==> src/rtl/pipe_hazard_if.sv <==
// Pipeline control bundle between the core datapath (master) and the hazard
// controller (slave).
`timescale 1ns/1ps
interface pipe_hazard_if #(
   parameter int unsigned BIT_WIDTH = 32
);
   logic                 i_imem_ready;
   logic                 i_br_taken;
   logic [BIT_WIDTH-1:0] i_br_target;
   logic                 i_dmem_req;
   logic                 i_dmem_ack;
   logic                 o_pc_en;
   logic                 o_pc_sel;
   logic [BIT_WIDTH-1:0] o_pc_target;
   logic                 o_fd_en;
   logic                 o_fd_flush;
   logic                 o_ex_stall;
   logic                 o_mem_err;
   logic [1:0]           o_state;
   logic [15:0]          o_stall_cnt;
   logic [15:0]          o_flush_cnt;

   modport master (
      output i_imem_ready, i_br_taken, i_br_target, i_dmem_req, i_dmem_ack,
      input  o_pc_en, o_pc_sel, o_pc_target, o_fd_en, o_fd_flush, o_ex_stall,
      input  o_mem_err, o_state, o_stall_cnt, o_flush_cnt
   );

   modport slave (
      input  i_imem_ready, i_br_taken, i_br_target, i_dmem_req, i_dmem_ack,
      output o_pc_en, o_pc_sel, o_pc_target, o_fd_en, o_fd_flush, o_ex_stall,
      output o_mem_err, o_state, o_stall_cnt, o_flush_cnt
   );
endinterface

==> src/rtl/pipe_hazard_ctrl.sv <==
// Pipeline control for the 3-stage RV32I core: boot NOP injection, branch
// flushes, data-memory stall freeze with watchdog, and saturating perf counters.
`timescale 1ns/1ps
module pipe_hazard_ctrl #(
   parameter int unsigned BIT_WIDTH   = 32,
   parameter int unsigned BOOT_CYCLES = 2,
   parameter int unsigned MEM_TIMEOUT = 64
) (
   input logic         i_clk,
   input logic         i_rstn,
   pipe_hazard_if.slave bus
);
   localparam int unsigned BootW = $clog2(BOOT_CYCLES + 1);
   localparam int unsigned WdogW = $clog2(MEM_TIMEOUT + 1);

   typedef enum logic [1:0] {
      StBoot    = 2'd0,
      StRun     = 2'd1,
      StMemWait = 2'd2
   } state_e;

   state_e               state_q, state_d;
   logic [BootW-1:0]     boot_q, boot_d;
   logic [WdogW-1:0]     wdog_q, wdog_d;
   logic                 pend_valid_q, pend_valid_d;
   logic [BIT_WIDTH-1:0] pend_target_q, pend_target_d;
   logic                 mem_err_q, mem_err_d;
   logic [15:0]          stall_cnt_q, stall_cnt_d;
   logic [15:0]          flush_cnt_q, flush_cnt_d;

   logic pc_en, pc_sel, fd_en, fd_flush, ex_stall, release_wait;

   function automatic logic [15:0] sat_inc(input logic [15:0] v);
      return (v == 16'hFFFF) ? v : v + 16'd1;
   endfunction

   always_ff @(posedge i_clk or negedge i_rstn) begin
      if (!i_rstn) begin
         state_q       <= StBoot;
         boot_q        <= '0;
         wdog_q        <= '0;
         pend_valid_q  <= 1'b0;
         pend_target_q <= '0;
         mem_err_q     <= 1'b0;
         stall_cnt_q   <= '0;
         flush_cnt_q   <= '0;
      end else begin
         state_q       <= state_d;
         boot_q        <= boot_d;
         wdog_q        <= wdog_d;
         pend_valid_q  <= pend_valid_d;
         pend_target_q <= pend_target_d;
         mem_err_q     <= mem_err_d;
         stall_cnt_q   <= stall_cnt_d;
         flush_cnt_q   <= flush_cnt_d;
      end
   end

   always_comb begin
      state_d       = state_q;
      boot_d        = boot_q;
      wdog_d        = wdog_q;
      pend_valid_d  = pend_valid_q;
      pend_target_d = pend_target_q;
      mem_err_d     = mem_err_q;
      stall_cnt_d   = stall_cnt_q;
      flush_cnt_d   = flush_cnt_q;
      pc_en         = 1'b0;
      pc_sel        = 1'b0;
      fd_en         = 1'b1;
      fd_flush      = 1'b1;
      ex_stall      = 1'b0;
      release_wait  = bus.i_dmem_ack || (wdog_q == WdogW'(MEM_TIMEOUT));

      unique case (state_q)
         StBoot: begin
            if (boot_q == BootW'(BOOT_CYCLES - 1)) begin
               state_d = StRun;
               boot_d  = '0;
            end else begin
               boot_d = boot_q + BootW'(1);
            end
         end
         StRun: begin
            if (bus.i_dmem_req && !bus.i_dmem_ack) begin
               fd_en    = 1'b0;
               fd_flush = 1'b0;
               ex_stall = 1'b1;
               state_d  = StMemWait;
               wdog_d   = '0;
               // A branch cannot redirect while execute is frozen; defer it to the ack.
               if (bus.i_br_taken) begin
                  pend_valid_d  = 1'b1;
                  pend_target_d = bus.i_br_target;
               end
            end else if (bus.i_br_taken) begin
               pc_en       = 1'b1;
               pc_sel      = 1'b1;
               flush_cnt_d = sat_inc(flush_cnt_q);
            end else begin
               pc_en    = bus.i_imem_ready;
               fd_flush = !bus.i_imem_ready;
            end
         end
         StMemWait: begin
            if (release_wait) begin
               state_d      = StRun;
               pend_valid_d = 1'b0;
               if (!bus.i_dmem_ack) mem_err_d = 1'b1;
               if (pend_valid_q) begin
                  pc_en       = 1'b1;
                  pc_sel      = 1'b1;
                  flush_cnt_d = sat_inc(flush_cnt_q);
               end else begin
                  pc_en    = bus.i_imem_ready;
                  fd_flush = !bus.i_imem_ready;
               end
            end else begin
               fd_en       = 1'b0;
               fd_flush    = 1'b0;
               ex_stall    = 1'b1;
               stall_cnt_d = sat_inc(stall_cnt_q);
               wdog_d      = wdog_q + WdogW'(1);
            end
         end
         default: state_d = StBoot;
      endcase
   end

   assign bus.o_pc_en       = pc_en;
   assign bus.o_pc_sel      = pc_sel;
   assign bus.o_pc_target   = pend_valid_q ? pend_target_q : bus.i_br_target;
   assign bus.o_fd_en       = fd_en;
   assign bus.o_fd_flush    = fd_flush;
   assign bus.o_ex_stall    = ex_stall;
   assign bus.o_mem_err     = mem_err_q;
   assign bus.o_state       = state_q;
   assign bus.o_stall_cnt   = stall_cnt_q;
   assign bus.o_flush_cnt   = flush_cnt_q;
endmodule
==> src/flat_wrapper.sv <==
// flat-port wrapper written by rule: the top's interface ports become plain ports
module pipe_hazard_ctrl_flat 
#(
   parameter int unsigned BIT_WIDTH   = 32,
   parameter int unsigned BOOT_CYCLES = 2,
   parameter int unsigned MEM_TIMEOUT = 64
)
  (i_clk, i_rstn, bus_i_imem_ready, bus_i_br_taken, bus_i_br_target, bus_i_dmem_req, bus_i_dmem_ack, bus_o_pc_en, bus_o_pc_sel, bus_o_pc_target, bus_o_fd_en, bus_o_fd_flush, bus_o_ex_stall, bus_o_mem_err, bus_o_state, bus_o_stall_cnt, bus_o_flush_cnt);
  pipe_hazard_if #(.BIT_WIDTH(BIT_WIDTH)) bus_i ();
  input logic i_clk;
  input logic i_rstn;
  input wire logic [$bits(bus_i.i_imem_ready)-1:0] bus_i_imem_ready;
  input wire logic [$bits(bus_i.i_br_taken)-1:0] bus_i_br_taken;
  input wire logic [$bits(bus_i.i_br_target)-1:0] bus_i_br_target;
  input wire logic [$bits(bus_i.i_dmem_req)-1:0] bus_i_dmem_req;
  input wire logic [$bits(bus_i.i_dmem_ack)-1:0] bus_i_dmem_ack;
  output wire logic [$bits(bus_i.o_pc_en)-1:0] bus_o_pc_en;
  output wire logic [$bits(bus_i.o_pc_sel)-1:0] bus_o_pc_sel;
  output wire logic [$bits(bus_i.o_pc_target)-1:0] bus_o_pc_target;
  output wire logic [$bits(bus_i.o_fd_en)-1:0] bus_o_fd_en;
  output wire logic [$bits(bus_i.o_fd_flush)-1:0] bus_o_fd_flush;
  output wire logic [$bits(bus_i.o_ex_stall)-1:0] bus_o_ex_stall;
  output wire logic [$bits(bus_i.o_mem_err)-1:0] bus_o_mem_err;
  output wire logic [$bits(bus_i.o_state)-1:0] bus_o_state;
  output wire logic [$bits(bus_i.o_stall_cnt)-1:0] bus_o_stall_cnt;
  output wire logic [$bits(bus_i.o_flush_cnt)-1:0] bus_o_flush_cnt;
  assign bus_i.i_imem_ready = bus_i_imem_ready;
  assign bus_i.i_br_taken = bus_i_br_taken;
  assign bus_i.i_br_target = bus_i_br_target;
  assign bus_i.i_dmem_req = bus_i_dmem_req;
  assign bus_i.i_dmem_ack = bus_i_dmem_ack;
  assign bus_o_pc_en = bus_i.o_pc_en;
  assign bus_o_pc_sel = bus_i.o_pc_sel;
  assign bus_o_pc_target = bus_i.o_pc_target;
  assign bus_o_fd_en = bus_i.o_fd_en;
  assign bus_o_fd_flush = bus_i.o_fd_flush;
  assign bus_o_ex_stall = bus_i.o_ex_stall;
  assign bus_o_mem_err = bus_i.o_mem_err;
  assign bus_o_state = bus_i.o_state;
  assign bus_o_stall_cnt = bus_i.o_stall_cnt;
  assign bus_o_flush_cnt = bus_i.o_flush_cnt;
  pipe_hazard_ctrl #(.BIT_WIDTH(BIT_WIDTH), .BOOT_CYCLES(BOOT_CYCLES), .MEM_TIMEOUT(MEM_TIMEOUT)) u_core (.i_clk(i_clk), .i_rstn(i_rstn), .bus(bus_i));
endmodule
==> config.mk <==
export PLATFORM = sky130hd
export DESIGN_NAME = pipe_hazard_ctrl_flat
export DESIGN_NICKNAME = d
export VERILOG_FILES = /design/src/rtl/pipe_hazard_if.sv /design/src/rtl/pipe_hazard_ctrl.sv /design/src/flat_wrapper.sv
export SDC_FILE = /design/constraint.sdc
export NUM_CORES = 1
export LEC_CHECK = 0
export BUFFER_PORTS_ARGS = -buffer_cell sky130_fd_sc_hd__clkbuf_2
export CAP_MARGIN = 20
export CORE_ASPECT_RATIO = 1.2
export CORE_MARGIN = 5
export CORE_UTILIZATION = 50
export CTS_BUF_LIST = sky130_fd_sc_hd__clkbuf_2 sky130_fd_sc_hd__clkbuf_4 sky130_fd_sc_hd__clkbuf_8
export DETAILED_ROUTE_END_ITERATION = 7
export PLACE_DENSITY = 0.82
export RECOVER_POWER = 100
export SLEW_MARGIN = 0
export SYNTH_ARGS = -nofsm -noshare
export SYNTH_HDL_FRONTEND = slang
export SYNTH_SLANG_ARGS = --single-unit
==> constraint.sdc <==
create_clock -name i_clk -period 2.6 [get_ports i_clk]
set_input_delay 0.13 -clock i_clk [delete_from_list [all_inputs] [get_ports i_clk]]
set_output_delay 0.13 -clock i_clk [all_outputs]
set_load 0.005 [all_outputs]
==> flow_summary.json <==
{
  "ioPinCount": 110,
  "core.rowCount": 35,
  "routed_via_density": 5.46,
  "place_hpwl_mm": 6.41,
  "drtPass1Iterations": 4,
  "initial_core_util_pct": 51.5,
  "ys.flop_type": "dfrtp_1",
  "grt_pass1_vias": 3054,
  "p_leak_nw": 2.20,
  "violations": "capacitance limit, slew limit",
  "die_y_um": 108,
  "ant_nets": 0,
  "crit_type": "flip-flop to primary output",
  "synth-edff-count": 0,
  "cts-root-buf": "clkbuf_8",
  "antenna_cells": 0,
  "post_drt_wl_per_cell_um": 16.1,
  "grt_start_max_net_pins": 78,
  "rsz0062_at_grt": "false",
  "p_per_area_nw_per_um2": 997,
  "clk_latency_ps": 350,
  "fp.coreArea_um2": 7710,
  "cap_viol_max_count": 1,
  "drt_iter0_drc": 170,
  "grt.overflow.total": 0,
  "synth.avg_cell_area_um2": 11.8,
  "synth_top_area_share_pct": 48.6,
  "die_area_um2": 9820,
  "routabilityCongestion": 0.837,
  "grt_pass1_wl_mm": 14.6,
  "syn_area_um2": 3970,
  "dpl_cell_area_um2": 4590,
  "final_area_um2": 4760,
  "min_period_ps": 2430,
  "cts_buffers": 9,
  "fin_util_pct": 61.7,
  "worst_setup_path_start_kind": "flip-flop",
  "synth_area_leaders": "dfrtp_1, mux2_2, xnor2_1",
  "finalPower_w": 0.00474,
  "hold_path_class": "primary input to flip-flop",
  "cts_sinks": 77,
  "yosysTopAreaCell": "dfrtp_1",
  "max_freq_mhz": 412,
  "track_usage_pct": 18.3,
  "fillers": 648,
  "ir_drop_v": 0.000561,
  "hold_violations": 0,
  "tightest_slew_ps": 1590,
  "path_clk_slew_ps": 80,
  "clock_path_buffers": 2,
  "setup_viol": 0,
  "ys_warn_count": 0,
  "slew_violations": 74,
  "slew_headroom_pct": -5.80,
  "routed_wl_mm": 8.81,
  "synth.distinct_cells": 48,
  "critPathMaxFanout": 9,
  "worstPathArrival_ps": 2300,
  "synthArstFlopShare_pct": 100,
  "tns_ps": 0,
  "status": "complete, but fails checks",
  "antenna_found_initial": 0,
  "num_vias": 2992,
  "fin_crit_sh_pct": 93.4,
  "numPortBuffers": 109,
  "cts_tree": "done",
  "skew_ps": 9.78,
  "die_x_um": 91.3,
  "layout-drive-gt1-share_pct": 35.1,
  "synth-seq-area-share_pct": 48.6,
  "syn_inst": 337,
  "h-tree-depth": 3,
  "post_cts.repair.setup_buffers": 0,
  "remaining_drc_errors": 0,
  "cp.required_ps": 2470,
  "synth_seq_cells": 77,
  "endpoint_kind": "primary output",
  "nNetsFinal": 496,
  "syn-num-nets": 382,
  "syn2layout_area_growth_pct": 20.0
}
power by group:
group	switching [W]	internal, W
combinational	0.000942	0.000988
clock	0.000429	0.000565
sequential	0.000258	0.00156
layout make-up:
type	count	area, um2	share of cell area, %
Multi-Input combinational cell	239	1920	40.4
Inverter	9	33.8	0.710
Clock buffer	10	138	2.89
Timing Repair Buffer	115	536	11.3
Tap cell	92	115	2.42
Sequential cell	77	1930	40.5
Clock inverter	6	86.3	1.81
cells in the final DEF (no fill, tap or decap), types with 4 or more instances in the layout:
master    instances
xnor2_1          18
ha_1              7
nand2b_1          4
nand3_1          16
a21oi_1           4
mux2_1            4
o21ai_0           8
inv_1             9
nand4_1          16
xor2_1           11
clkbuf_1         40
nand2_1          21
clkbuf_8         10
clkbuf_2         71
dfrtp_1          77
and3_1            7
nor2_1           17
mux2_2           64
worst max-delay path, stage by stage (launching register included):
cell and delay (ps):
dfrtp_1 430, inv_1 80, ha_1 170, nor4bb_4 300, a21oi_2 140, buf_4 190, nand2b_1 200, o22ai_1 170
and2_1 160, clkbuf_2 120
flip-flops by register name, summed over array words and instances, names as in the netlist:
| register | flops |
|---|---|
| u_core.boot_q | 2 |
| u_core.bus.o_mem_err | 1 |
| u_core.pend_target_q | 32 |
| u_core.bus.o_flush_cnt | 16 |
| u_core.bus.o_state | 2 |
| u_core.wdog_q | 7 |
| u_core.bus.o_stall_cnt | 16 |
| u_core.pend_valid_q | 1 |
through the flow:
step | instances | hold slack [ps] | worst slack, ps
2_1_floorplan | 337 | -166 | 648
3_3_place_gp | 530 | 334 | 476
3_5_place_dp | 530 | 337 | 332
4_1_cts | 547 | 16.4 | 23.9
5_1_grt | 548 | 7.05 | 27.8
6_report | 548 | 26.5 | 171
cell families (layout without fill, tap and decap cells):
family / count (synthesis) / count (layout) / share of synthesized area (%)
AND/OR/NAND/NOR: 100 / 100 / 14.3
AO/OA/AOI/OAI: 32 / 32 / 5.99
buffers and inverters: 21 / 140 / 2.49
multiplexers: 71 / 71 / 20.1
XOR/XNOR: 29 / 29 / 6.40
adder cells (fa/ha/maj): 7 / 7 / 2.21
flip-flops: 77 / 77 / 48.6
layer usage:
layer  up-vias  wire length (um)  global-route usage, %
li1       1434                 -                      -
met1      1459              3810                   22.8
met2        94              4390                   30.1
met3         5               525                   5.87
met4         0                85                   5.87
met5         -                 0                      0
synthesized netlist by cell type, types with 2 or more instances:
library cell,number
and4_1,3
buf_1,3
a22oi_1,2
nor2_1,17
a21boi_0,3
nor4_2,2
mux2i_1,3
nand3_1,16
buf_6,2
a21oi_1,5
nor2b_1,3
and3_1,7
dfrtp_1,77
xnor2_1,18
nor3b_1,2
nand2b_1,4
o21ai_0,8
inv_1,9
and2_1,2
xor2_1,11
mux2_2,67
nand4_1,16
ha_1,7
buf_2,4
clkbuf_1,3
nand2_1,21
final timing paths:
kind | cells past startpoint | slack (ps) | end | start
worst min register to register | 1 | 490 | u_core.boot_q[0]$_DFFE_PN0P_ | u_core.boot_q[0]$_DFFE_PN0P_
max in group asynchronous | 3 | 630 | u_core.bus.o_flush_cnt[2]$_DFFE_PN0P_ | i_rstn
worst max register to register | 6 | 350 | u_core.bus.o_stall_cnt[1]$_DFFE_PN0P_ | u_core.wdog_q[0]$_DFFE_PN0P_
worst min-delay path | 2 | 30 | u_core.pend_target_q[29]$_DFFE_PN0P_ | bus_i_br_target[29]
min in group asynchronous | 2 | 140 | u_core.pend_target_q[10]$_DFFE_PN0P_ | i_rstn
worst max-delay path | 9 | 170 | bus_o_pc_en | u_core.wdog_q[0]$_DFFE_PN0P_
repair_timing:
item / CTS / global route
endpoints found under the hold margin: 77 / 0
hold buffers: 1 / 0
setup endpoints to repair: 0 / 5
resized for setup: 0 / 2
Note: power is estimated with default switching activity, not from simulation.
